**src/rtl/vga_frame_reader.sv**
```systemverilog
// Scans an 8-bit grayscale framebuffer in raster order and drives centred 640x480@60 VGA.
// Define VGA_BORDER_EN to draw a white 1-pixel frame just outside the displayed image.
module vga_frame_reader #(
    parameter int H_ACTIVE = 640,
    parameter int H_FP     = 16,
    parameter int H_SYNC   = 96,
    parameter int H_BP     = 48,
    parameter int V_ACTIVE = 480,
    parameter int V_FP     = 10,
    parameter int V_SYNC   = 2,
    parameter int V_BP     = 33,
    parameter int CLK_DIV  = 2,
    parameter int ADDR_W   = 19
) (
    input  logic              clk,
    input  logic              reset,
    input  logic [9:0]        img_w,
    input  logic [9:0]        img_h,
    input  logic              frame_valid,
    output logic [ADDR_W-1:0] ram_rdaddr,
    output logic              ram_rden,
    input  logic [7:0]        ram_q,
    output logic              vga_hs,
    output logic              vga_vs,
    output logic              vga_blank_n,
    output logic [7:0]        vga_r,
    output logic [7:0]        vga_g,
    output logic [7:0]        vga_b,
    output logic              pix_tick,
    output logic              frame_start
);
    localparam int H_TOTAL = H_ACTIVE + H_FP + H_SYNC + H_BP;
    localparam int V_TOTAL = V_ACTIVE + V_FP + V_SYNC + V_BP;
    localparam int TICK_W  = (CLK_DIV > 1) ? $clog2(CLK_DIV) : 1;

    localparam logic [TICK_W-1:0] TICK_LAST = TICK_W'(CLK_DIV - 1);
    localparam logic [9:0] H_ACT_L = 10'(H_ACTIVE);
    localparam logic [9:0] V_ACT_L = 10'(V_ACTIVE);
    localparam logic [9:0] H_LAST  = 10'(H_TOTAL - 1);
    localparam logic [9:0] V_LAST  = 10'(V_TOTAL - 1);
    localparam logic [9:0] HS_BEG  = 10'(H_ACTIVE + H_FP);
    localparam logic [9:0] HS_END  = 10'(H_ACTIVE + H_FP + H_SYNC);
    localparam logic [9:0] VS_BEG  = 10'(V_ACTIVE + V_FP);
    localparam logic [9:0] VS_END  = 10'(V_ACTIVE + V_FP + V_SYNC);

    logic [TICK_W-1:0] tick_cnt;
    logic              need_latch;
    logic [9:0]        hcount;
    logic [9:0]        vcount;
    logic              frame_end;
    logic              latch;

    // need_latch holds the raster for one clk after reset so the first frame
    // already sees the sampled image geometry at pixel (0,0).
    assign pix_tick    = ~need_latch & (tick_cnt == TICK_LAST);
    assign frame_end   = pix_tick & (hcount == H_LAST) & (vcount == V_LAST);
    assign latch       = need_latch | frame_end;
    assign frame_start = pix_tick & (hcount == 10'd0) & (vcount == 10'd0);

    always_ff @(posedge clk or negedge reset) begin
        if (!reset) begin
            tick_cnt   <= '0;
            need_latch <= 1'b1;
            hcount     <= '0;
            vcount     <= '0;
        end else begin
            need_latch <= 1'b0;
            if (pix_tick) begin
                tick_cnt <= '0;
                if (hcount == H_LAST) begin
                    hcount <= '0;
                    vcount <= (vcount == V_LAST) ? 10'd0 : vcount + 10'd1;
                end else begin
                    hcount <= hcount + 10'd1;
                end
            end else if (!need_latch) begin
                tick_cnt <= tick_cnt + TICK_W'(1);
            end
        end
    end

    logic [9:0] w_c, h_c, x0_c, y0_c;

    always_comb begin
        w_c  = (img_w > H_ACT_L) ? H_ACT_L : img_w;
        h_c  = (img_h > V_ACT_L) ? V_ACT_L : img_h;
        x0_c = (H_ACT_L - w_c) >> 1;
        y0_c = (V_ACT_L - h_c) >> 1;
    end

    logic       region_en;
    logic [9:0] w_l, x0, x1, y0, y1;

    always_ff @(posedge clk or negedge reset) begin
        if (!reset) begin
            region_en <= 1'b0;
            w_l       <= '0;
            x0        <= '0;
            x1        <= '0;
            y0        <= '0;
            y1        <= '0;
        end else if (latch) begin
            region_en <= frame_valid & (w_c != 10'd0) & (h_c != 10'd0);
            w_l       <= w_c;
            x0        <= x0_c;
            x1        <= x0_c + w_c;
            y0        <= y0_c;
            y1        <= y0_c + h_c;
        end
    end

    logic visible, in_img, hs_raw, vs_raw, border;

    assign visible = (hcount < H_ACT_L) & (vcount < V_ACT_L);
    assign in_img  = region_en & (hcount >= x0) & (hcount < x1)
                   & (vcount >= y0) & (vcount < y1);
    assign hs_raw  = ~((hcount >= HS_BEG) & (hcount < HS_END));
    assign vs_raw  = ~((vcount >= VS_BEG) & (vcount < VS_END));

`ifdef VGA_BORDER_EN
    // One-pixel ring around the image; the visible term clips it at screen edges.
    logic [10:0] h_p1, v_p1;
    assign h_p1   = {1'b0, hcount} + 11'd1;
    assign v_p1   = {1'b0, vcount} + 11'd1;
    assign border = region_en & visible & ~in_img
                  & (h_p1 >= {1'b0, x0}) & (hcount <= x1)
                  & (v_p1 >= {1'b0, y0}) & (vcount <= y1);
`else
    assign border = 1'b0;
`endif

    logic [ADDR_W-1:0] row_base;
    logic [ADDR_W-1:0] last_addr;
    logic [9:0]        col;

    assign ram_rden   = in_img;
    assign ram_rdaddr = in_img ? (row_base + ADDR_W'(col)) : last_addr;

    always_ff @(posedge clk or negedge reset) begin
        if (!reset) begin
            row_base  <= '0;
            last_addr <= '0;
            col       <= '0;
        end else if (latch) begin
            row_base <= '0;
            col      <= '0;
        end else if (pix_tick && in_img) begin
            last_addr <= ram_rdaddr;
            if (col == w_l - 10'd1) begin
                col      <= '0;
                row_base <= row_base + ADDR_W'(w_l);
            end else begin
                col <= col + 10'd1;
            end
        end
    end

    // Stage 1 captures RAM data plus the pixel's flags; stage 2 forms the VGA outputs.
    logic       s1_in, s1_vis, s1_hs, s1_vs, s1_bord;
    logic [7:0] q1;
    logic [7:0] pix_o;

    always_ff @(posedge clk or negedge reset) begin
        if (!reset) begin
            s1_in       <= 1'b0;
            s1_vis      <= 1'b0;
            s1_hs       <= 1'b1;
            s1_vs       <= 1'b1;
            s1_bord     <= 1'b0;
            q1          <= '0;
            pix_o       <= '0;
            vga_blank_n <= 1'b0;
            vga_hs      <= 1'b1;
            vga_vs      <= 1'b1;
        end else if (pix_tick) begin
            s1_in       <= in_img;
            s1_vis      <= visible;
            s1_hs       <= hs_raw;
            s1_vs       <= vs_raw;
            s1_bord     <= border;
            q1          <= ram_q;
            pix_o       <= s1_in ? q1 : (s1_bord ? 8'hFF : 8'h00);
            vga_blank_n <= s1_vis;
            vga_hs      <= s1_hs;
            vga_vs      <= s1_vs;
        end
    end

    assign vga_r = pix_o;
    assign vga_g = pix_o;
    assign vga_b = pix_o;

endmodule

```
**config.mk**
```make
export PLATFORM = sky130hd
export DESIGN_NAME = vga_frame_reader
export DESIGN_NICKNAME = d
export VERILOG_FILES = /design/src/rtl/vga_frame_reader.sv
export SDC_FILE = /design/constraint.sdc
export NUM_CORES = 1
export LEC_CHECK = 0
export ABC_AREA = 1
export CAP_MARGIN = 10
export CORE_MARGIN = 2
export CORE_UTILIZATION = 47
export CTS_BUF_LIST = sky130_fd_sc_hd__clkbuf_8
export DETAILED_ROUTE_END_ITERATION = 8
export GPL_TIMING_DRIVEN = 1
export PLACE_DENSITY = 0.67
export SYNTH_ARGS = -nofsm -noshare
export SYNTH_HDL_FRONTEND = slang
export SYNTH_SLANG_ARGS = --single-unit
```
**constraint.sdc**
```tcl
create_clock -name clk -period 3.14 [get_ports clk]
set_input_delay 0.471 -clock clk [delete_from_list [all_inputs] [get_ports clk]]
set_output_delay 0.471 -clock clk [all_outputs]
set_load 0.03 [all_outputs]
```
==> summary.txt <==
Outcome
  – Outcome: finished, violations left
  – Failing checks: setup timing

Worst setup path
  – Cells along the critical path: ha_4 -> nand2_1 -> nor4_4 -> nand3_1 -> nand4_1 -> nand3_1 -> nor2_1 -> nand2_1 -> buf_12 -> inv_12 -> nand3_1 -> nand2_1 -> buf_4
  – CP bufs+invs: 3
  – CP required: about 2.7 ns
  – CP Class: flip-flop to primary output
  – Critical Path Fanout Max: 30
  – Reg2reg end: last_addr[10]
  – Element type at the critical path end: primary output
  – CP Launch Type: flip-flop
  – Worst Reg-to-Reg Cells: 20
  – R2r startpoint: hcount[1]
  – Top Family by Delay on Critical Path: simple AND/OR/NAND/NOR gates
  – Crit-path max cell delay: approximately 0.46 ns
  – Slowest cell on crit path: dfrtp_2
  – R2r setup slk: 0.05 ns
  – WP data arrival: approximately 2.7 ns

STA
  – Final setup vio count: 11
  – Fin. max-slew vios: 0
  – Relative slew slack: 57.0%
  – Minimum clock period: 3.20 ns
  – Setup TNS: -0.256 ns
  – RSZ-0062 raised after global routing: true
  – Fin. Hold Viols: 0
  – Setup ws final: -0.0579 ns
  – Worst-margin pin slew: 0.644 ns
  – Fmax: 0.313 GHz
  – Skew final: 0.0165 ns
  – Period utilization: 102%

Min path
  – HP Class: input port to asynchronous set/reset pin

Drt
  – Drt total wl: roughly 24000 um
  – Detailed router's first-iteration violation count: 607
  – Post-route DRC: 0
  – Routed wire per std cell: 13.5 um
  – DR pass1 iterations: 5
  – Via count: approximately 9000
  – Remaining antenna violation count after routing: 0
  – Post-DR vias/cell: slightly above 5

GRT
  – Initial antenna violation count: 0
  – First-pass GRT wire length: 40000 um
  – Vias in the first global route: 8481
  – Gr usage total: 22.3%
  – Largest net degree at the start of global routing: 65
  – GR Overflow Total: 0

Job
  – Max cap viols: 0

Finish
  – Multi-input logic area: ~0.0057 mm^2
  – N_diodes: 0
  – Fin nets: ~1600
  – Fin cells: 1775
  – Register area: 0.00350 mm^2
  – Layout area overhead: 25.4%
  – Share of cells above drive strength 1: 18.1%
  – Fillers: 1856

CTS
  – Root buf cell: clkbuf_8
  – Cts hold-fix bufs: 0
  – CTS Buf Count: 17
  – CTS tree: built
  – Clk_lat worst skew: 0.45 ns
  – Num Clock Sinks: between 100 and 150
  – Clock-pin slew on the worst setup and hold paths: around 0.080 ns
  – CTS H-tree lvls: 4
  – Clock Tree Buf Depth: 2

Pwr
  – Pwr/cell area: 417 mW/mm^2
  – VDD IR-drop max: 0.202 mV
  – Overall power: 5080 uW
  – Pleak: 0.00606 uW

Placement
  – # port buffers: 79
  – Hpwl dp: 17300 um
  – Inst Count DP: 1723
  – Placement-stage worst setup slack: -0.206 ns
  – Gp weighted congestion: 0.831

Synth
  – Post-synth EDFFs: 0
  – Ys flop type: dfrtp_1
  – FFs w/ async S/R, synth: 100%
  – Post-synth cell types: 55
  – Syn avg cell area: 7.31 um^2
  – Sequential-to-total area share from yosys stat: 35.8%
  – Largest cells by area after synthesis: dfrtp_1 34%, nand2_1 15%, ha_1 9.8%
  – Gate Count Post-Synth: 1329
  – Post-synth top area share: 34.5%
  – Yosys top cell by area: dfrtp_1
  – Number of synthesis warnings: 0
  – Post-Synthesis Cell Area: roughly 0.0097 mm^2
  – #FFs+latches synth: 139

Floorplan
  – FP Rows: 52
  – Die W: 148 um
  – Initial core utilization: 48.0%
  – Die area: 0.0218 mm^2
  – Core area: 0.0202 mm^2
  – I/O Pins: 80
  – Die Y: approximately 150 um
-- repair_timing --
action / 4_1_cts / 5_1_grt
buffers inserted: 16 / 3
endpoints found under the setup margin: 20 / 42
gates cloned: 0 / 1
gates resized for setup: 59 / 55
pin swaps: 9 / 8
-- per-stage QoR --
step | util (%) | hold slack (ns) | instance area (um^2)
floorplan | - | 0.175 | 9720
global route | 60.3 | 0.0349 | 12200
finish | 60.3 | 0.00571 | 12200
global placement | 55.7 | 0.451 | 11300
CTS | 58.9 | 0.00865 | 11900
detailed placement | 55.7 | 0.458 | 11300
-- cells in the final DEF, fill, tap and decap left out, types with 6 or more instances in the layout --
cell type / synthesis / routed
or2_2: 8 / 8
xor2_1: 42 / 40
xnor2_1: 12 / 12
ha_1: 76 / 63
a21oi_1: 47 / 43
buf_4: 16 / 112
clkdlybuf4s50_1: 0 / 58
o21ai_0: 100 / 80
ha_4: 0 / 12
dfrtp_2: 0 / 15
o21ai_2: 12 / 27
nand4_1: 18 / 18
nor3_1: 19 / 17
nand2_1: 383 / 374
buf_6: 2 / 16
dfrtp_1: 134 / 119
nand2_2: 1 / 10
inv_1: 170 / 172
clkbuf_8: 0 / 19
nand3_1: 81 / 81
clkinv_2: 0 / 6
o21ai_1: 9 / 14
nor4_1: 8 / 7
nor2_1: 95 / 90
-- sequential cells by signal, summed over array words and instances (netlist names), 7 cells and up --
| register | count |
|---|---|
| col | 10 |
| vcount | 10 |
| row_base | 19 |
| w_l | 10 |
| x0 | 9 |
| x1 | 7 |
| y0 | 9 |
| y1 | 10 |
| hcount | 10 |
| last_addr | 19 |
| q1 | 8 |
| vga_b | 8 |
-- synthesized netlist by cell type (all sizes together) (12+ instances only) --
cell	instances
clkbuf	12
a21oi	47
xor2	42
nand3	82
xnor2	12
nand4	18
nand2	384
nor2	97
dfrtp	134
ha	76
inv	174
nor3	21
o21ai	121
buf	36
-- routing by layer --
layer | up-vias | global-route usage [%] | wire length (um)
met2 | 205 | 34.5 | 10300
met5 | - | 0 | 0
met4 | 0 | 6.86 | 375
li1 | 4629 | - | -
met3 | 24 | 3.30 | 1060
met1 | 4123 | 32.3 | 12100
-- logic make-up (layout without fill, tap and decap cells) --
| kind of cell | count (synthesis) | in the layout | share of synthesized area, % |
|---|---|---|---|
| and+or+nand+nor | 630 | 631 | 27.3 |
| buffers and inverters | 222 | 396 | 9.64 |
| AOI/OAI and AO/OA | 205 | 205 | 12.1 |
| DFF | 139 | 139 | 35.8 |
| adders and majority gates | 78 | 78 | 10.2 |
| xor gates and xnor gates | 54 | 54 | 4.87 |
| other | 1 | 2 | 0.0386 |
-- worst max-delay path by stage --
| stage | start | end | slack, ns | cells past startpoint |
|---|---|---|---|---|
| CTS | row_base[0] | ram_rdaddr[16] | -0.15 | 14 |
| global route | hcount[1] | ram_rdaddr[12] | -0.21 | 13 |
| finish | hcount[1] | ram_rdaddr[9] | -0.06 | 13 |
| floorplan | col[0] | ram_rdaddr[16] | 0.11 | 13 |
| global placement | img_h[4] | y1[7] | -0.16 | 18 |
| detailed placement | img_h[4] | y1[7] | -0.21 | 18 |
-- report_power, final --
part	internal, uW	switching [uW]	leakage, uW	total [uW]
Combinational	675	913	0.00408	1590
Clock	646	690	0.000196	1340
Sequential	1980	172	0.00179	2160
-- layout make-up --
| cell class | instances | share of cell area (%) |
|---|---|---|
| Clock buffer | 19 | 2.14 |
| Multi-Input combinational cell | 970 | 46.4 |
| Sequential cell | 139 | 28.7 |
| Inverter | 174 | 5.46 |
| Clock inverter | 13 | 0.739 |
| Tap cell | 270 | 2.77 |
| Timing Repair Buffer | 190 | 13.8 |
(Power assumes the default switching activity.)
